<file path="config.mk">
export PLATFORM = sky130hd
export DESIGN_NAME = vram_port_arbiter
export DESIGN_NICKNAME = d
export VERILOG_FILES = /design/src/rtl/vram_port_arbiter.sv
export SDC_FILE = /design/constraint.sdc
export NUM_CORES = 1
export LEC_CHECK = 0
export ABC_AREA = 1
export BUFFER_PORTS_ARGS = -buffer_cell sky130_fd_sc_hd__buf_2
export CAP_MARGIN = 0
export CORE_MARGIN = 8
export CORE_UTILIZATION = 46
export DETAILED_ROUTE_END_ITERATION = 7
export GPL_TIMING_DRIVEN = 0
export MAX_ROUTING_LAYER = met4
export PLACE_DENSITY = 0.94
export SLEW_MARGIN = 20
export SYNTH_ARGS = -nofsm -noshare
export SYNTH_HDL_FRONTEND = slang
export SYNTH_SLANG_ARGS = --single-unit
</file>
<file path="constraint.sdc">
create_clock -name axi_aclk -period 4.2 [get_ports axi_aclk]
set_clock_uncertainty 0.15 [all_clocks]
set_input_delay 0.21 -clock axi_aclk [delete_from_list [all_inputs] [get_ports axi_aclk]]
set_output_delay 0.21 -clock axi_aclk [all_outputs]
set_load 0.05 [all_outputs]
</file>
<file path="src/rtl/vram_port_arbiter.sv">
// Single-port VRAM/register BRAM arbiter: video scan-out has priority,
// host gets a guaranteed slot after STARVE_MAX consecutive video grants.
module vram_port_arbiter #(
    parameter int ADDR_W     = 12,
    parameter int DATA_W     = 32,
    parameter int DEPTH      = 601,
    parameter int STARVE_MAX = 4
) (
    input  logic                axi_aclk,
    input  logic                axi_aresetn,
    input  logic                vid_req,
    input  logic [ADDR_W-1:0]   vid_addr,
    output logic                vid_gnt,
    output logic                vid_rvalid,
    output logic [DATA_W-1:0]   vid_rdata,
    input  logic                host_req,
    input  logic                host_we,
    input  logic [ADDR_W-1:0]   host_addr,
    input  logic [DATA_W-1:0]   host_wdata,
    input  logic [DATA_W/8-1:0] host_wstrb,
    output logic                host_gnt,
    output logic                host_done,
    output logic [DATA_W-1:0]   host_rdata,
    output logic                host_err,
    output logic                bram_en,
    output logic [DATA_W/8-1:0] bram_we,
    output logic [ADDR_W-1:0]   bram_addr,
    output logic [DATA_W-1:0]   bram_din,
    input  logic [DATA_W-1:0]   bram_dout
);

    localparam int STRB_W = DATA_W / 8;
    localparam logic [ADDR_W:0] DEPTH_L = (ADDR_W + 1)'(DEPTH);
    localparam logic [3:0] SMAX = 4'(STARVE_MAX);

    typedef enum logic [1:0] {H_IDLE, H_WR, H_RD, H_RD2} hstate_t;

    hstate_t     state;
    hstate_t     state_nxt;
    logic [3:0]  starve_cnt;
    logic        host_pend;
    logic        host_win;
    logic        vid_win;
    logic        host_oor;
    logic        vid_v1;

    // Arbitration
    always_comb begin
        host_oor  = {1'b0, host_addr} >= DEPTH_L;
        host_pend = host_req && (state == H_IDLE);
        host_win  = host_pend && (!vid_req || starve_cnt == SMAX);
        vid_win   = vid_req && !host_win;
    end

    // Grants and BRAM strobes are held low while reset is asserted
    always_comb begin
        host_gnt  = axi_aresetn && host_win;
        vid_gnt   = axi_aresetn && vid_win;
        bram_en   = axi_aresetn && (vid_win || (host_win && !host_oor));
        bram_we   = '0;
        if (axi_aresetn && host_win && host_we && !host_oor)
            bram_we = host_wstrb;
        bram_addr = host_win ? host_addr : vid_addr;
        bram_din  = host_wdata;
    end

    always_ff @(posedge axi_aclk or negedge axi_aresetn) begin
        if (!axi_aresetn)
            starve_cnt <= '0;
        else if (!host_pend || host_win)
            starve_cnt <= '0;
        else if (vid_win && starve_cnt != SMAX)
            starve_cnt <= starve_cnt + 4'd1;
    end

    // Host FSM: state register
    always_ff @(posedge axi_aclk or negedge axi_aresetn) begin
        if (!axi_aresetn)
            state <= H_IDLE;
        else
            state <= state_nxt;
    end

    // Host FSM: next state
    always_comb begin
        state_nxt = state;
        unique case (state)
            H_IDLE: if (host_win) state_nxt = host_we ? H_WR : H_RD;
            H_WR:   state_nxt = H_IDLE;
            H_RD:   state_nxt = H_RD2;
            H_RD2:  state_nxt = H_IDLE;
            default: state_nxt = H_IDLE;
        endcase
    end

    // Host FSM: outputs
    always_comb begin
        host_done = (state == H_WR) || (state == H_RD2);
    end

    // Out-of-range reads return zero instead of BRAM contents
    always_ff @(posedge axi_aclk or negedge axi_aresetn) begin
        if (!axi_aresetn) begin
            host_err   <= 1'b0;
            host_rdata <= '0;
        end else begin
            if (host_win)
                host_err <= host_oor;
            if (state == H_RD)
                host_rdata <= host_err ? '0 : bram_dout;
        end
    end

    always_ff @(posedge axi_aclk or negedge axi_aresetn) begin
        if (!axi_aresetn) begin
            vid_v1     <= 1'b0;
            vid_rvalid <= 1'b0;
            vid_rdata  <= '0;
        end else begin
            vid_v1     <= vid_win;
            vid_rvalid <= vid_v1;
            if (vid_v1)
                vid_rdata <= bram_dout;
        end
    end

    logic unused_strb;
    assign unused_strb = ^{STRB_W{1'b0}};

endmodule

</file>
==> results of run 1 <==
critical path, cell delays in order, from the launching register on:
cell and delay, ns:
dfrtp_1 0.40, inv_1 0.06, ha_1 0.19, nand3_1 0.14, nand2_2 0.10, nand2_4 0.12, buf_2 0.23, nand2_1 0.08
nand2_1 0.07, buf_2 0.26
state kept, by name, indices dropped and copies added, names as in the netlist:
| signal | cells |
|---|---|
| vid_rdata | 32 |
| host_rdata | 32 |
| vid_v1 | 1 |
| host_err | 1 |
| vid_rvalid | 1 |
| starve_cnt | 4 |
| state | 2 |
metal layers:
layer | wire length (um) | share of wire | GRT usage
met2 | 5700 | 0.51 | 0.386
met5 | 0 | 0 | -
met4 | 256 | 0.023 | 0.0962
met3 | 855 | 0.077 | 0.0495
met1 | 4300 | 0.39 | 0.236
cells by family after synthesis:
kind of cell    count (synthesis)  synth area share
mux                            32             0.107
buf+inv                        70             0.121
flops                          73             0.544
xor+xnor                        2           0.00521
fa+ha+maj                       2           0.00744
compound gates                 10            0.0149
simple gates                  159             0.201
area by class of cell:
class / instances / area share
Antenna cell: 1 / 0.000504
Buffer: 48 / 0.0651
Clock buffer: 9 / 0.0250
Clock inverter: 7 / 0.0141
Inverter: 22 / 0.0166
Multi-Input combinational cell: 205 / 0.227
Sequential cell: 73 / 0.368
Tap cell: 99 / 0.0250
Timing Repair Buffer: 217 / 0.258
power by group through the flow:
stage                     clock [mW]  combinational, mW  sequential [mW]
after global placement             0               1.83             1.05
after detailed placement           0               1.87             1.07
after floorplan                    0              0.613             1.82
after global routing           0.586               1.99             1.09
after CTS                      0.556               1.90             1.06
final                          0.542               1.89             1.06
layout by cell type (no fill, tap or decap), types with 3 or more instances in the layout:
cell type and n:
dfrtp_1 73, buf_4 33, clkinv_2 3, buf_2 192
clkbuf_8 9, mux2_2 30, nand3_1 40, nor2_1 14
clkbuf_1 3, nand2_1 99, inv_2 4, inv_1 18
o21ai_0 7, dlygate4sd3_1 34
path summary, 6_finish.rpt:
kind / cells past startpoint / startpoint / to
worst max-delay path: 9 / starve_cnt[0]$_DFFE_PN0P_ / bram_addr[10]
worst min-delay path: 3 / vid_req / vid_v1$_DFF_PN0_
worst max register to register: 8 / starve_cnt[0]$_DFFE_PN0P_ / vid_v1$_DFF_PN0_
worst min register to register: 0 / vid_v1$_DFF_PN0_ / vid_rvalid$_DFF_PN0_
max in group asynchronous: 3 / axi_aresetn / host_rdata[26]$_DFFE_PN0P_
min in group asynchronous: 2 / axi_aresetn / vid_rdata[11]$_DFFE_PN0P_
timing repair:
action,CTS,global route
hold buffers,34,0
hold endpoints to repair,139,0
resized for setup,0,0
through the flow:
stage	area, um^2	hold slack, ns	total power [mW]
3_3_place_gp	4400	0.226	2.88
6_report	4960	0.0177	3.50
2_1_floorplan	3360	-0.236	2.43
4_1_cts	4960	0.00413	3.51
5_1_grt	4960	0.0216	3.67
3_5_place_dp	4430	-0.0133	2.94
==> flow_metrics.py, run 1 <==
metrics = {
    "layout": {
        "fin_util": 0.692,
        "drive_gt1_frac": 0.489,
        "finalNetCount": 675,
        "ff_latch_area_um2": 1830,
        "fin_cells": 681,
        "multi_input_area_um2": 1130,
        "fillerInstances": 525,
        "syn2layout_area_growth_pct": 47.7,
    },
    "setup_path": {
        "required_ns": 3.84,
        "critPathArrivalTime_ns": 1.98,
        "crit_type": "flip-flop to output port",
        "cp_max_fo": 10,
        "start_kind": "flip-flop",
        "endpoint_kind": "output port",
        "rrSetupSlack_ns": 2.69,
    },
    "drt": {
        "vias": 3328,
        "wl_mm": 11.1,
        "firstDrtPassIters": 5,
        "postRouteAntennaNets": 0,
        "drt_iter0_drc": 90,
        "drc": 0,
        "viasPerCell": 4.89,
        "wl_per_cell_um": 16.3,
    },
    "die": {
        "rows": 31,
        "core_region_area_um2": 7180,
        "die_h_um": 101,
        "io_pins": 215,
        "start_util": 0.468,
        "die_area_um2": 10300,
        "die_w_um": 101,
    },
    "synth": {
        "yosysMostFrequentCell": "nand2_1",
        "synth_seq_area_share": 0.544,
        "synth_edf_count": 0,
        "synthDistinctLibCells": 24,
        "netlist.area_leader.share": 0.544,
        "yosysWarnings": 0,
        "avgSynthCellArea_um2": 9.66,
        "synthArstFlopShare": 1.00,
        "syn_nets": 447,
        "ys_ff_latch": 73,
        "yosysTopAreaCell": "dfrtp_1",
        "synth_ff_type": "dfrtp_1",
        "synthTopCellsByArea": "dfrtp_1 54%, nand2_1 11%, mux2_2 10%",
        "synth_cells": 348,
        "syn_area_um2": 3360,
        "yosys-top-cells-count": "99 x nand2_1, 73 x dfrtp_1, 40 x nand3_1",
    },
    "flow_run": {
        "maxCapViolations": 0,
    },
    "sta": {
        "fmax_ghz": 0.428,
        "tns_ns": 0,
        "setup_ws_ns": 1.86,
        "finalCritPeriodShare": 0.557,
        "finalHoldViolCount": 0,
        "relSlewSlack": 0.669,
        "tightest_slew_ns": 0.496,
        "rsz0062_at_grt": "no",
        "setup-violations-final": 0,
        "post-route-min-period_ns": 2.34,
        "slew_violations": 0,
    },
    "power_and_ir_drop": {
        "combPwrFrac": 0.541,
        "p_per_area_nw_per_um2": 704,
        "pwr-share-clk": 0.155,
        "switching_share": 0.529,
        "p_int_mw": 1.65,
        "seqPwrFrac": 0.304,
        "leakage_nw": 2.81,
        "ir_drop_mv": 0.283,
        "p_sw_mw": 1.85,
    },
    "placed_design": {
        "place_ws_ns": 2.23,
        "globalplace.congestion": 0.816,
        "portBuffers": 182,
        "dpl.hpwl_mm": 8.20,
        "placed_cells": 630,
    },
    "clock_tree": {
        "clock_latency_ns": 0.34,
        "cts_buffer_depth": 2,
        "tritoncts": "yes",
        "cts_max_level": 3,
        "tritoncts.num_buffers": 9,
        "cts_root_buf": "clkbuf_8",
        "cts.sinks": 73,
        "clkSlewWorstSetupHoldPaths_ns": 0.07,
        "postCtsSetupBuffers": 0,
    },
    "status": {
        "outcome": "finished clean",
    },
    "worst_hold_path": {
        "hp-class": "primary input to flip-flop",
    },
    "grt": {
        "antenna_found_initial": 0,
        "grt_max_degree": 52,
        "overflow": 0,
        "grt_use_total": 0.221,
        "grt_pass1_wl_mm": 17.3,
        "grt_pass1_vias": 3659,
    },
}
(Power assumes the default switching activity.)
==> inputs of run 2 (changes only) <==
- CORE_UTILIZATION: 46 -> 43
- PLACE_DENSITY: 0.94 -> 0.89
- clock period: 4.2 -> 2.2 ns (I/O delays scaled with it)
==> flow_metrics.py, run 2 (synthesized netlist as in run 1, its figures left out) <==
metrics = {
    "drt": {
        "drc": 0,
        "firstDrtPassIters": 4,
        "wl_per_cell_um": 16.5,
        "viasPerCell": 4.79,
        "vias": 3283,
        "drt_iter0_drc": 118,
        "wl_mm": 11.3,
        "postRouteAntennaNets": 0,
    },
    "die": {
        "die_w_um": 104,
        "rows": 32,
        "die_h_um": 104,
        "io_pins": 215,
        "start_util": 0.439,
        "die_area_um2": 10900,
        "core_region_area_um2": 7650,
    },
    "setup_path": {
        "cp_max_fo": 4,
        "cp_top_family": "simple AND/OR/NAND/NOR gates",
        "path_cells": "inv_1, ha_1, nand3_2, nand2_2, nand3_1, nor2_2, nand2_2, nor2_1, buf_6",
        "start_kind": "flip-flop",
        "cp_common_cell": "nand2_2",
        "cpPeakStageDelay_ns": 0.40,
        "endpoint_kind": "output port",
        "worst-path-buf-inv": 2,
        "cp_slowest_cell": "dfrtp_1",
        "rrSetupSlack_ns": 0.72,
        "required_ns": 1.94,
        "critPathArrivalTime_ns": 1.84,
        "crit_type": "flip-flop to output port",
    },
    "layout": {
        "ff_latch_area_um2": 1830,
        "final_cell_mix": "176 x buf_2, 98 x nand2_1, 73 x dfrtp_1, 41 x buf_4, 39 x nand3_1",
        "fin_cells": 686,
        "fin_util": 0.670,
        "drive_gt1_frac": 0.498,
        "top_regs": "host_rdata: 32 flops, vid_rdata: 32 flops, starve_cnt: 4 flops",
        "syn2layout_area_growth_pct": 52.4,
        "finalNetCount": 678,
        "multi_input_area_um2": 1140,
        "fillerInstances": 566,
        "layout_commonest_cell": "buf_2",
        "num_antenna_cells": 0,
    },
    "clock_tree": {
        "cts_root_buf": "clkbuf_8",
        "cts_buffer_depth": 2,
        "clkSlewWorstSetupHoldPaths_ns": 0.08,
        "clock_latency_ns": 0.33,
        "tritoncts": "yes",
        "tritoncts.num_buffers": 9,
        "cts.sinks": 73,
        "cts_max_level": 3,
    },
    "sta": {
        "post-route-min-period_ns": 2.10,
        "setup-violations-final": 0,
        "slew_violations": 0,
        "finalCritPeriodShare": 0.957,
        "rsz0062_at_grt": "yes",
        "fmax_ghz": 0.475,
        "finalHoldViolCount": 0,
        "tightest_slew_ns": 0.466,
        "relSlewSlack": 0.689,
        "setup_ws_ns": 0.0950,
    },
    "grt": {
        "grt_max_degree": 43,
        "overflow": 0,
        "grt_pass1_vias": 3770,
        "grt_use_total": 0.206,
        "grt_pass1_wl_mm": 18.0,
        "antenna_found_initial": 0,
    },
    "power_and_ir_drop": {
        "ir_drop_mv": 0.519,
        "switching_share": 0.508,
        "p_per_area_nw_per_um2": 1360,
        "p_sw_mw": 3.53,
        "pwr-share-clk": 0.185,
        "leakage_nw": 2.86,
        "seqPwrFrac": 0.291,
        "p_int_mw": 3.42,
        "power_mw": 6.95,
        "combPwrFrac": 0.525,
    },
    "flow_run": {
        "maxCapViolations": 0,
    },
    "status": {
        "outcome": "finished clean",
    },
    "placed_design": {
        "portBuffers": 182,
        "dpl.hpwl_mm": 8.10,
        "globalplace.congestion": 0.800,
        "placed_cells": 633,
        "place_ws_ns": 0.292,
    },
    "worst_hold_path": {
        "hp-class": "primary input to flip-flop",
    },
}
[run 2: cell types whose count changed in the layout (fill, tap and decap cells not counted), moves of 2 or more]
cell and change:
clkbuf_4 +5, buf_6 +4, bufinv_16 +2, nor2_1 -3, buf_4 +8, clkinv_4 +2, buf_12 +2, buf_2 -16
clkinv_2 -3, nor2_2 +3
[run 2: worst paths after layout]
check                                          startpoint                          to  depth (start not counted)
worst max-delay path            starve_cnt[1]$_DFFE_PN0P_                  bram_we[2]                          9
max in group asynchronous                     axi_aresetn    vid_rdata[2]$_DFFE_PN0P_                          3
worst min-delay path                             host_req   starve_cnt[0]$_DFFE_PN0P_                          5
worst max register to register           vid_v1$_DFF_PN0_    vid_rdata[2]$_DFFE_PN0P_                          3
min in group asynchronous                     axi_aresetn  host_rdata[17]$_DFFE_PN0P_                          3
worst min register to register           vid_v1$_DFF_PN0_        vid_rvalid$_DFF_PN0_                          0
[run 2: cell type report]
cell class / instances / area share
sequential: 73 / 0.357
timing repair buffer: 220 / 0.266
inverter: 22 / 0.0161
clock inverter: 7 / 0.0249
tap: 102 / 0.0249
multi-input combinational: 205 / 0.223
clock buffer: 9 / 0.0242
buffer: 48 / 0.0635
[run 2: stage by stage]
stage                TNS, ns  area, um^2  hold slack (ns)
CTS                        0        5050           0.0319
detailed placement         0        4420         -0.00867
finish                     0        5120           0.0787
global route          -0.248        5120            0.115
global placement       -1.86        4400            0.195
floorplan           -0.00115        3360           -0.336
[run 2: layer usage]
| layer | up-vias | share of wire | global-route usage | wire length, um |
|---|---|---|---|---|
| met5 | - | 0 | - | 0 |
| met4 | 0 | 0.022 | 0.0889 | 252 |
| met3 | 18 | 0.077 | 0.0446 | 871 |
| met2 | 184 | 0.51 | 0.357 | 5720 |
| met1 | 1546 | 0.39 | 0.222 | 4460 |
| li1 | 1535 | - | - | - |
[run 2: what timing repair did]
action                                  4_1_cts  5_1_grt
gates cloned                                  0        0
endpoints found under the hold margin       113        0
hold buffers                                 36        0
resized for setup                             2       32
endpoints found under the setup margin        2       16
buffers inserted                              0        1
pin swaps                                     0        1
[run 2: worst min-delay path: cells and delay by family]
| kind | cells | cell delay [ns] |
|---|---|---|
| and+or+nand+nor | 3 | 0.23 |
| buffers and inverters | 2 | 0.19 |
[run 2: power groups by stage]
stage | clock (mW) | sequential [mW] | combinational, mW
3_5_place_dp | 0 | 2.04 | 3.56
5_1_grt | 1.36 | 2.07 | 3.86
4_1_cts | 1.32 | 2.02 | 3.63
2_1_floorplan | 0 | 3.48 | 1.17
6_report | 1.29 | 2.02 | 3.65
3_3_place_gp | 0 | 2.00 | 3.49
